File: config.mk
export PLATFORM = sky130hd
export DESIGN_NAME = i_fetch_q
export DESIGN_NICKNAME = d
export VERILOG_FILES = /design/src/rtl/i_fetch_pkg.sv /design/src/rtl/fetch_fifo.sv /design/src/rtl/i_fetch_q.sv
export SDC_FILE = /design/constraint.sdc
export NUM_CORES = 1
export LEC_CHECK = 0
export CORE_AREA = 2 2 204 206
export DETAILED_ROUTE_END_ITERATION = 16
export DIE_AREA = 0 0 206 208
export GPL_TIMING_DRIVEN = 0
export PLACE_DENSITY_LB_ADDON = 0.2
export SYNTH_ARGS = -nofsm -noshare
export SYNTH_HDL_FRONTEND = slang
export SYNTH_SLANG_ARGS = --single-unit
export TNS_END_PERCENT = 1
File: constraint.sdc
create_clock -name clk -period 3.8 [get_ports clk]
set_input_delay 0.76 -clock clk [delete_from_list [all_inputs] [get_ports clk]]
set_output_delay 0.76 -clock clk [all_outputs]
set_load 0.05 [all_outputs]
File: src/rtl/i_fetch_pkg.sv
// Shared types and constants for the prefetching instruction fetch queue.
// No ports: NOP default, request FSM states, fixed-width fetch entry.
package i_fetch_pkg;

  localparam logic [31:0] NOP_DEFAULT = 32'hF000_0000;

  typedef enum logic [1:0] {
    S_IDLE,
    S_WAIT_ACK,
    S_BUBBLE
  } req_state_t;

  typedef struct packed {
    logic [19:0] pc;
    logic [31:0] instr;
  } fetch_entry_t;

endpackage

File: src/rtl/fetch_fifo.sv
// Synchronous prefetch FIFO with flush; push+pop allowed even when full.
// Ports: clk, rst_sync, push, pop, flush, din -> dout, full, empty, count.
module fetch_fifo #(
  parameter int DEPTH = 4,
  parameter int WIDTH = 52
) (
  input  logic                       clk,
  input  logic                       rst_sync,
  input  logic                       push,
  input  logic                       pop,
  input  logic                       flush,
  input  logic [WIDTH-1:0]           din,
  output logic [WIDTH-1:0]           dout,
  output logic                       full,
  output logic                       empty,
  output logic [$clog2(DEPTH):0]     count
);

  localparam int AW = $clog2(DEPTH);
  localparam int CW = AW + 1;

  logic [WIDTH-1:0] mem [DEPTH];
  logic [AW-1:0]    wr_ptr;
  logic [AW-1:0]    rd_ptr;
  logic             do_push;
  logic             do_pop;

  assign full    = (count == CW'(DEPTH));
  assign empty   = (count == '0);
  assign do_pop  = pop & ~empty;
  assign do_push = push & (~full | do_pop);
  assign dout    = mem[rd_ptr];

  always_ff @(posedge clk) begin
    if (do_push && !flush) begin
      mem[wr_ptr] <= din;
    end
  end

  always_ff @(posedge clk) begin
    if (rst_sync || flush) begin
      wr_ptr <= '0;
      rd_ptr <= '0;
      count  <= '0;
    end else begin
      if (do_push) wr_ptr <= wr_ptr + AW'(1);
      if (do_pop)  rd_ptr <= rd_ptr + AW'(1);
      count <= count + CW'(do_push) - CW'(do_pop);
    end
  end

endmodule

File: src/rtl/i_fetch_q.sv
// Instruction fetch: one outstanding mem read, DEPTH-entry prefetch, redirects.
// Ports: clk, rst_sync, fetch_en, mem_*, instruction/instr_pc/valid/ready, load_*.
module i_fetch_q
  import i_fetch_pkg::*;
#(
  parameter int                 ADDR_W        = 20,
  parameter int                 DATA_W        = 32,
  parameter int                 DEPTH         = 4,
  parameter int                 BUBBLE_CYCLES = 0,
  parameter logic [DATA_W-1:0]  NOP_INSTR     = DATA_W'(NOP_DEFAULT),
  parameter logic [ADDR_W-1:0]  RESET_PC      = '0
) (
  input  logic              clk,
  input  logic              rst_sync,
  input  logic              fetch_en,
  output logic              mem_req,
  output logic [ADDR_W-1:0] mem_address,
  input  logic              mem_ack,
  input  logic [DATA_W-1:0] mem_read_value,
  output logic [DATA_W-1:0] instruction,
  output logic [ADDR_W-1:0] instr_pc,
  output logic              instr_valid,
  input  logic              instr_ready,
  input  logic              load_en,
  input  logic              load_offset,
  input  logic [ADDR_W-1:0] load_address
);

  typedef struct packed {
    logic [ADDR_W-1:0] pc;
    logic [DATA_W-1:0] instr;
  } entry_t;

  localparam int         CW  = $clog2(DEPTH) + 1;
  localparam logic [4:0] BUB = 5'(BUBBLE_CYCLES);
  localparam req_state_t ST0 = (BUBBLE_CYCLES == 0) ? S_IDLE : S_BUBBLE;

  req_state_t        state;
  logic [ADDR_W-1:0] fetch_pc;
  logic [ADDR_W-1:0] last_pc;
  logic [ADDR_W-1:0] base;
  logic [ADDR_W-1:0] target;
  logic [4:0]        bub_cnt;
  logic              drop;
  logic              ack_fire;
  logic              pop_fire;
  logic              stale;
  logic              fifo_push;
  logic              fifo_full;
  logic              fifo_empty;
  logic [CW-1:0]     fifo_cnt;
  entry_t            wr_entry;
  entry_t            head;

  assign ack_fire  = mem_req & mem_ack;
  assign pop_fire  = instr_valid & instr_ready;
  assign stale     = mem_req & ~mem_ack;
  // a pop in the redirect cycle is the instruction decode now executes
  assign base      = pop_fire ? instr_pc : last_pc;
  assign target    = load_offset ? base + load_address : load_address;
  assign fifo_push = ack_fire & ~drop & ~load_en;
  assign wr_entry  = '{pc: fetch_pc, instr: mem_read_value};

  fetch_fifo #(
    .DEPTH (DEPTH),
    .WIDTH (ADDR_W + DATA_W)
  ) u_fifo (
    .clk      (clk),
    .rst_sync (rst_sync),
    .push     (fifo_push),
    .pop      (instr_ready),
    .flush    (load_en),
    .din      (wr_entry),
    .dout     (head),
    .full     (fifo_full),
    .empty    (fifo_empty),
    .count    (fifo_cnt)
  );

  assign instr_valid = (fifo_cnt != '0);
  assign instruction = fifo_empty ? NOP_INSTR : head.instr;
  assign instr_pc    = fifo_empty ? '0 : head.pc;

  always_ff @(posedge clk) begin
    if (rst_sync) begin
      state       <= ST0;
      mem_req     <= 1'b0;
      mem_address <= RESET_PC;
      fetch_pc    <= RESET_PC;
      last_pc     <= RESET_PC;
      bub_cnt     <= '0;
      drop        <= 1'b0;
    end else begin
      if (pop_fire) last_pc <= instr_pc;
      if (ack_fire) begin
        mem_req <= 1'b0;
        drop    <= 1'b0;
      end
      if (load_en) begin
        fetch_pc <= target;
        bub_cnt  <= BUB;
        if (stale) drop <= 1'b1;
        state <= stale ? S_WAIT_ACK : S_IDLE;
      end else begin
        unique case (state)
          S_IDLE: begin
            if (fetch_en && !fifo_full) begin
              mem_req     <= 1'b1;
              mem_address <= fetch_pc;
              state       <= S_WAIT_ACK;
            end
          end
          S_WAIT_ACK: begin
            if (ack_fire) begin
              if (!drop) fetch_pc <= fetch_pc + ADDR_W'(1);
              bub_cnt <= '0;
              state   <= ST0;
            end
          end
          S_BUBBLE: begin
            bub_cnt <= bub_cnt + 5'd1;
            if (bub_cnt + 5'd1 == BUB) state <= S_IDLE;
          end
          default: state <= S_IDLE;
        endcase
      end
    end
  end

endmodule

==> flow_summary.json <==
{
  "outcome": "finished clean",
  "antenna_found_initial": 0,
  "routed-via-count": 7281,
  "hold_start": "mem_address[5]",
  "cts_root_buf": "clkbuf_16",
  "core_um2": 40600,
  "irDropWorstVdd_mv": 0.303,
  "grt_max_degree": 53,
  "clkTransAtPathRegs_ns": 0.06,
  "synth_top_area_share_pct": 51.7,
  "post-place-ws_ns": -0.832,
  "num-nets-final": 1088,
  "max_freq_mhz": 272,
  "clock-sinks": 280,
  "slew_headroom_pct": 43.3,
  "cp-end-kind": "register",
  "grt_pass1_vias": 7476,
  "wl_met1_um": 14100,
  "die_area_um2": 42800,
  "dr.pass1.iters": 5,
  "period_needed_ns": 3.68,
  "hp-class": "reg -> reg",
  "swShare_pct": 22.0,
  "critPathRequiredTime_ns": 4.28,
  "grt_overflow": 0,
  "finalCritPeriodShare_pct": 96.8,
  "worstPathArrival_ns": 4.16,
  "final_cells": 1557,
  "top_layer_used": "met4",
  "setup_viol": 0,
  "p_sw_w": 0.00157,
  "startpoint": "instr_ready",
  "via_per_inst": 4.68,
  "n_antenna_cell": 0,
  "tritoncts": "built",
  "grt_pass1_wl_um": 46300,
  "setup_ws_ns": 0.120,
  "std_cell_rows": 74,
  "worstSetupPathType": "in -> reg",
  "cts_buffer_depth": 3,
  "grt_use_total_pct": 14.3,
  "syn_area_um2": 12100,
  "start_kind": "input pin",
  "grt_setup_unrepaired": "yes",
  "htreeDepth": 1,
  "synthesis.nets": 919,
  "syn_inst": 832,
  "drcViolationCount": 0,
  "place_congestion": 0.828,
  "cp_slowest_cell": "clkdlybuf4s50_1",
  "avgRoutedWirePerCell_um": 19.7,
  "ys_seq_area_share_pct": 63.6,
  "sequentialPowerShare_pct": 47.4,
  "met3_length_um": 1570,
  "worst_pin_slew_ns": 0.851,
  "drt_iter0_drc": 476,
  "clk_latency_ns": 0.56,
  "max_stage_delay_ns": 0.54,
  "synth.area.top_cells": "edfxtp_1 (52%), dfxtp_1 (12%), mux4_2 (9.7%)",
  "path_delay_family": "compound AO/OA/AOI/OAI gates",
  "synth-edff-count": 208,
  "skew_ns": 0.0130,
  "drt_wl_total_um": 30700,
  "die_h_um": 208,
  "port_buffers": 130,
  "syn2layout_area_growth_pct": 27.8,
  "p_int_w": 0.00557,
  "synth_top_cell_by_area": "edfxtp_1",
  "cts_inserted_buffers": 31,
  "syn_area_per_cell_um2": 14.5,
  "drtAntennaViolNets": 0,
  "pwr-share-comb_pct": 6.5,
  "clkPwrFrac_pct": 46.1,
  "finalHoldViolations": 0,
  "synth_ff_type": "edfxtp_1",
  "dr_wl_met2_um": 14600,
  "die_x_um": 206,
  "drive_gt1_share_pct": 17.5,
  "dp.cells": 1497,
  "crit_chain": "clkdlybuf4s50_1 > and2_1 > buf_2 > buf_6 > mux2_2 > ha_2 > fa_2 > a21o_1 > a221oi_4 > a31o_1 > o22a_4 > xor2_2 > and3_1 > nor4_2",
  "dp_hpwl_um": 21100,
  "ys_warn_count": 0,
  "io_pins": 133,
  "cellLeakagePower_nw": 5.65,
  "cp_num_buf_inv": 3,
  "async_flop_share_pct": 0,
  "p_per_area_nw_per_um2": 463,
  "ys_ff_latch": 280,
  "slew_violations": 0,
  "max-cap-violations": 0,
  "crit_fanout": 10,
  "start_util_pct": 29.8,
  "netlist-cell-type-count": 52
}
routing by layer:
| layer | global-route usage [%] | up-vias |
|---|---|---|
| met5 | 0 | - |
| met4 | 2.61 | 0 |
| met3 | 2.69 | 33 |
| met2 | 24.0 | 164 |
| met1 | 19.4 | 3609 |
| li1 | - | 3475 |
final cells by class:
type                            instances  area, µm²
Sequential cell                       280       7690
Timing Repair Buffer                  138       1460
Multi-Input combinational cell        493       4220
Fill cell                            3920      25100
Clock buffer                           33        793
Clock inverter                         24        337
Tap cell                              532        666
Buffer                                 40        210
Inverter                               17       67.6
placed cells by master, fill, tap and decap left out, types with 5 or more instances in the layout:
cell,n
buf_4,10
bufinv_16,8
nor2b_1,19
nor3_1,6
clkdlybuf4s50_1,92
inv_1,16
nand4_1,9
clkinv_2,6
dfxtp_1,72
a21oi_1,41
a21o_1,7
mux2_2,19
clkbuf_16,31
and2_1,52
mux4_2,52
xor2_1,8
edfxtp_1,208
buf_2,8
ha_1,25
o21ai_0,17
nor2_1,42
nand2b_1,5
or2_2,5
xnor2_1,31
dlygate4sd2_1,15
nand3_1,13
mux2i_1,10
and3_1,8
dlymetal6s2s_1,23
nand2_1,61
a31oi_1,6
clkbuf_1,22
a211oi_1,15
Yosys cell counts (3+ instances only):
cell / count
nand2_1: 61
a211oi_1: 16
ha_1: 26
inv_1: 17
dfxtp_1: 72
clkbuf_1: 28
xor2_1: 9
nand3_1: 13
and3_1: 8
a31oi_1: 6
and2_1: 56
mux2_2: 19
nand2b_1: 5
o21ai_0: 18
a21o_1: 7
nor3_1: 6
buf_2: 12
nor2b_1: 19
nand4_1: 9
a21oi_1: 42
mux4_2: 52
edfxtp_1: 208
nor3_2: 3
xnor2_1: 31
or2_2: 5
nor2_1: 42
mux2i_1: 10
worst paths after layout:
kind | endpoint | slack (ns) | cells past startpoint
setup / recovery | fetch_pc[14] | 0.12 | 14
hold / removal | mem_address[5] | 0.46 | 2
setup reg to reg | fetch_pc[14] | 0.15 | 13
hold reg to reg | mem_address[5] | 0.46 | 2
worst register-to-register path, stage by stage, from the launching register on:
cell and delay [ns]:
dfxtp_1 0.31, buf_2 0.19, buf_2 0.35, mux4_2 0.43
mux2_2 0.31, ha_2 0.20, fa_2 0.35, a21o_1 0.20
a221oi_4 0.32, a31o_1 0.28, o22a_4 0.19, xor2_2 0.06
and3_1 0.20, nor4_2 0.19
power by group through the flow:
stage          clock network (W)  logic (W)  registers [W]
2_1_floorplan                  0   0.000245        0.00345
3_3_place_gp                   0   0.000463        0.00345
3_5_place_dp                   0   0.000465        0.00345
4_1_cts                  0.00340   0.000469        0.00339
5_1_grt                  0.00352   0.000502        0.00339
6_report                 0.00329   0.000464        0.00339
registers in the layout, indices dropped and copies added, names as in the netlist, named ones only:
signal	flops
fetch_pc	20
mem_req	1
state	1
u_fifo.count	3
u_fifo.rd_ptr	2
last_pc	20
u_fifo.wr_ptr	2
drop	1
mem_address	20
u_fifo.mem	208
cells by family after synthesis:
kind of cell | share of synthesized area, %
buffers and inverters | 1.96
flip-flops | 63.6
XOR/XNOR | 2.90
AO/OA/AOI/OAI | 5.82
adder cells (fa/ha/maj) | 3.02
multiplexers | 12.5
AND/OR/NAND/NOR | 10.2
through the flow:
stage / TNS, ns / hold WS (ns) / total power [W] / util [%] / area, µm²
floorplan: 0 / 0.483 / 0.00370 / - / 12100
global placement: -299.71 / 0.448 / 0.00391 / 34.7 / 14100
detailed placement: -7.79 / 0.451 / 0.00392 / 34.9 / 14100
CTS: -0.0333 / 0.463 / 0.00725 / 37.8 / 15300
global route: -0.141 / 0.479 / 0.00741 / 38.1 / 15400
finish: 0 / 0.458 / 0.00715 / 38.1 / 15400
what timing repair did:
action	CTS	global route
pin swaps	2	4
buffers inserted	3	2
gates resized for setup	37	31
setup endpoints to repair	67	31
hold buffers	0	0
No activity file was read; power rests on OpenSTA's default activity.
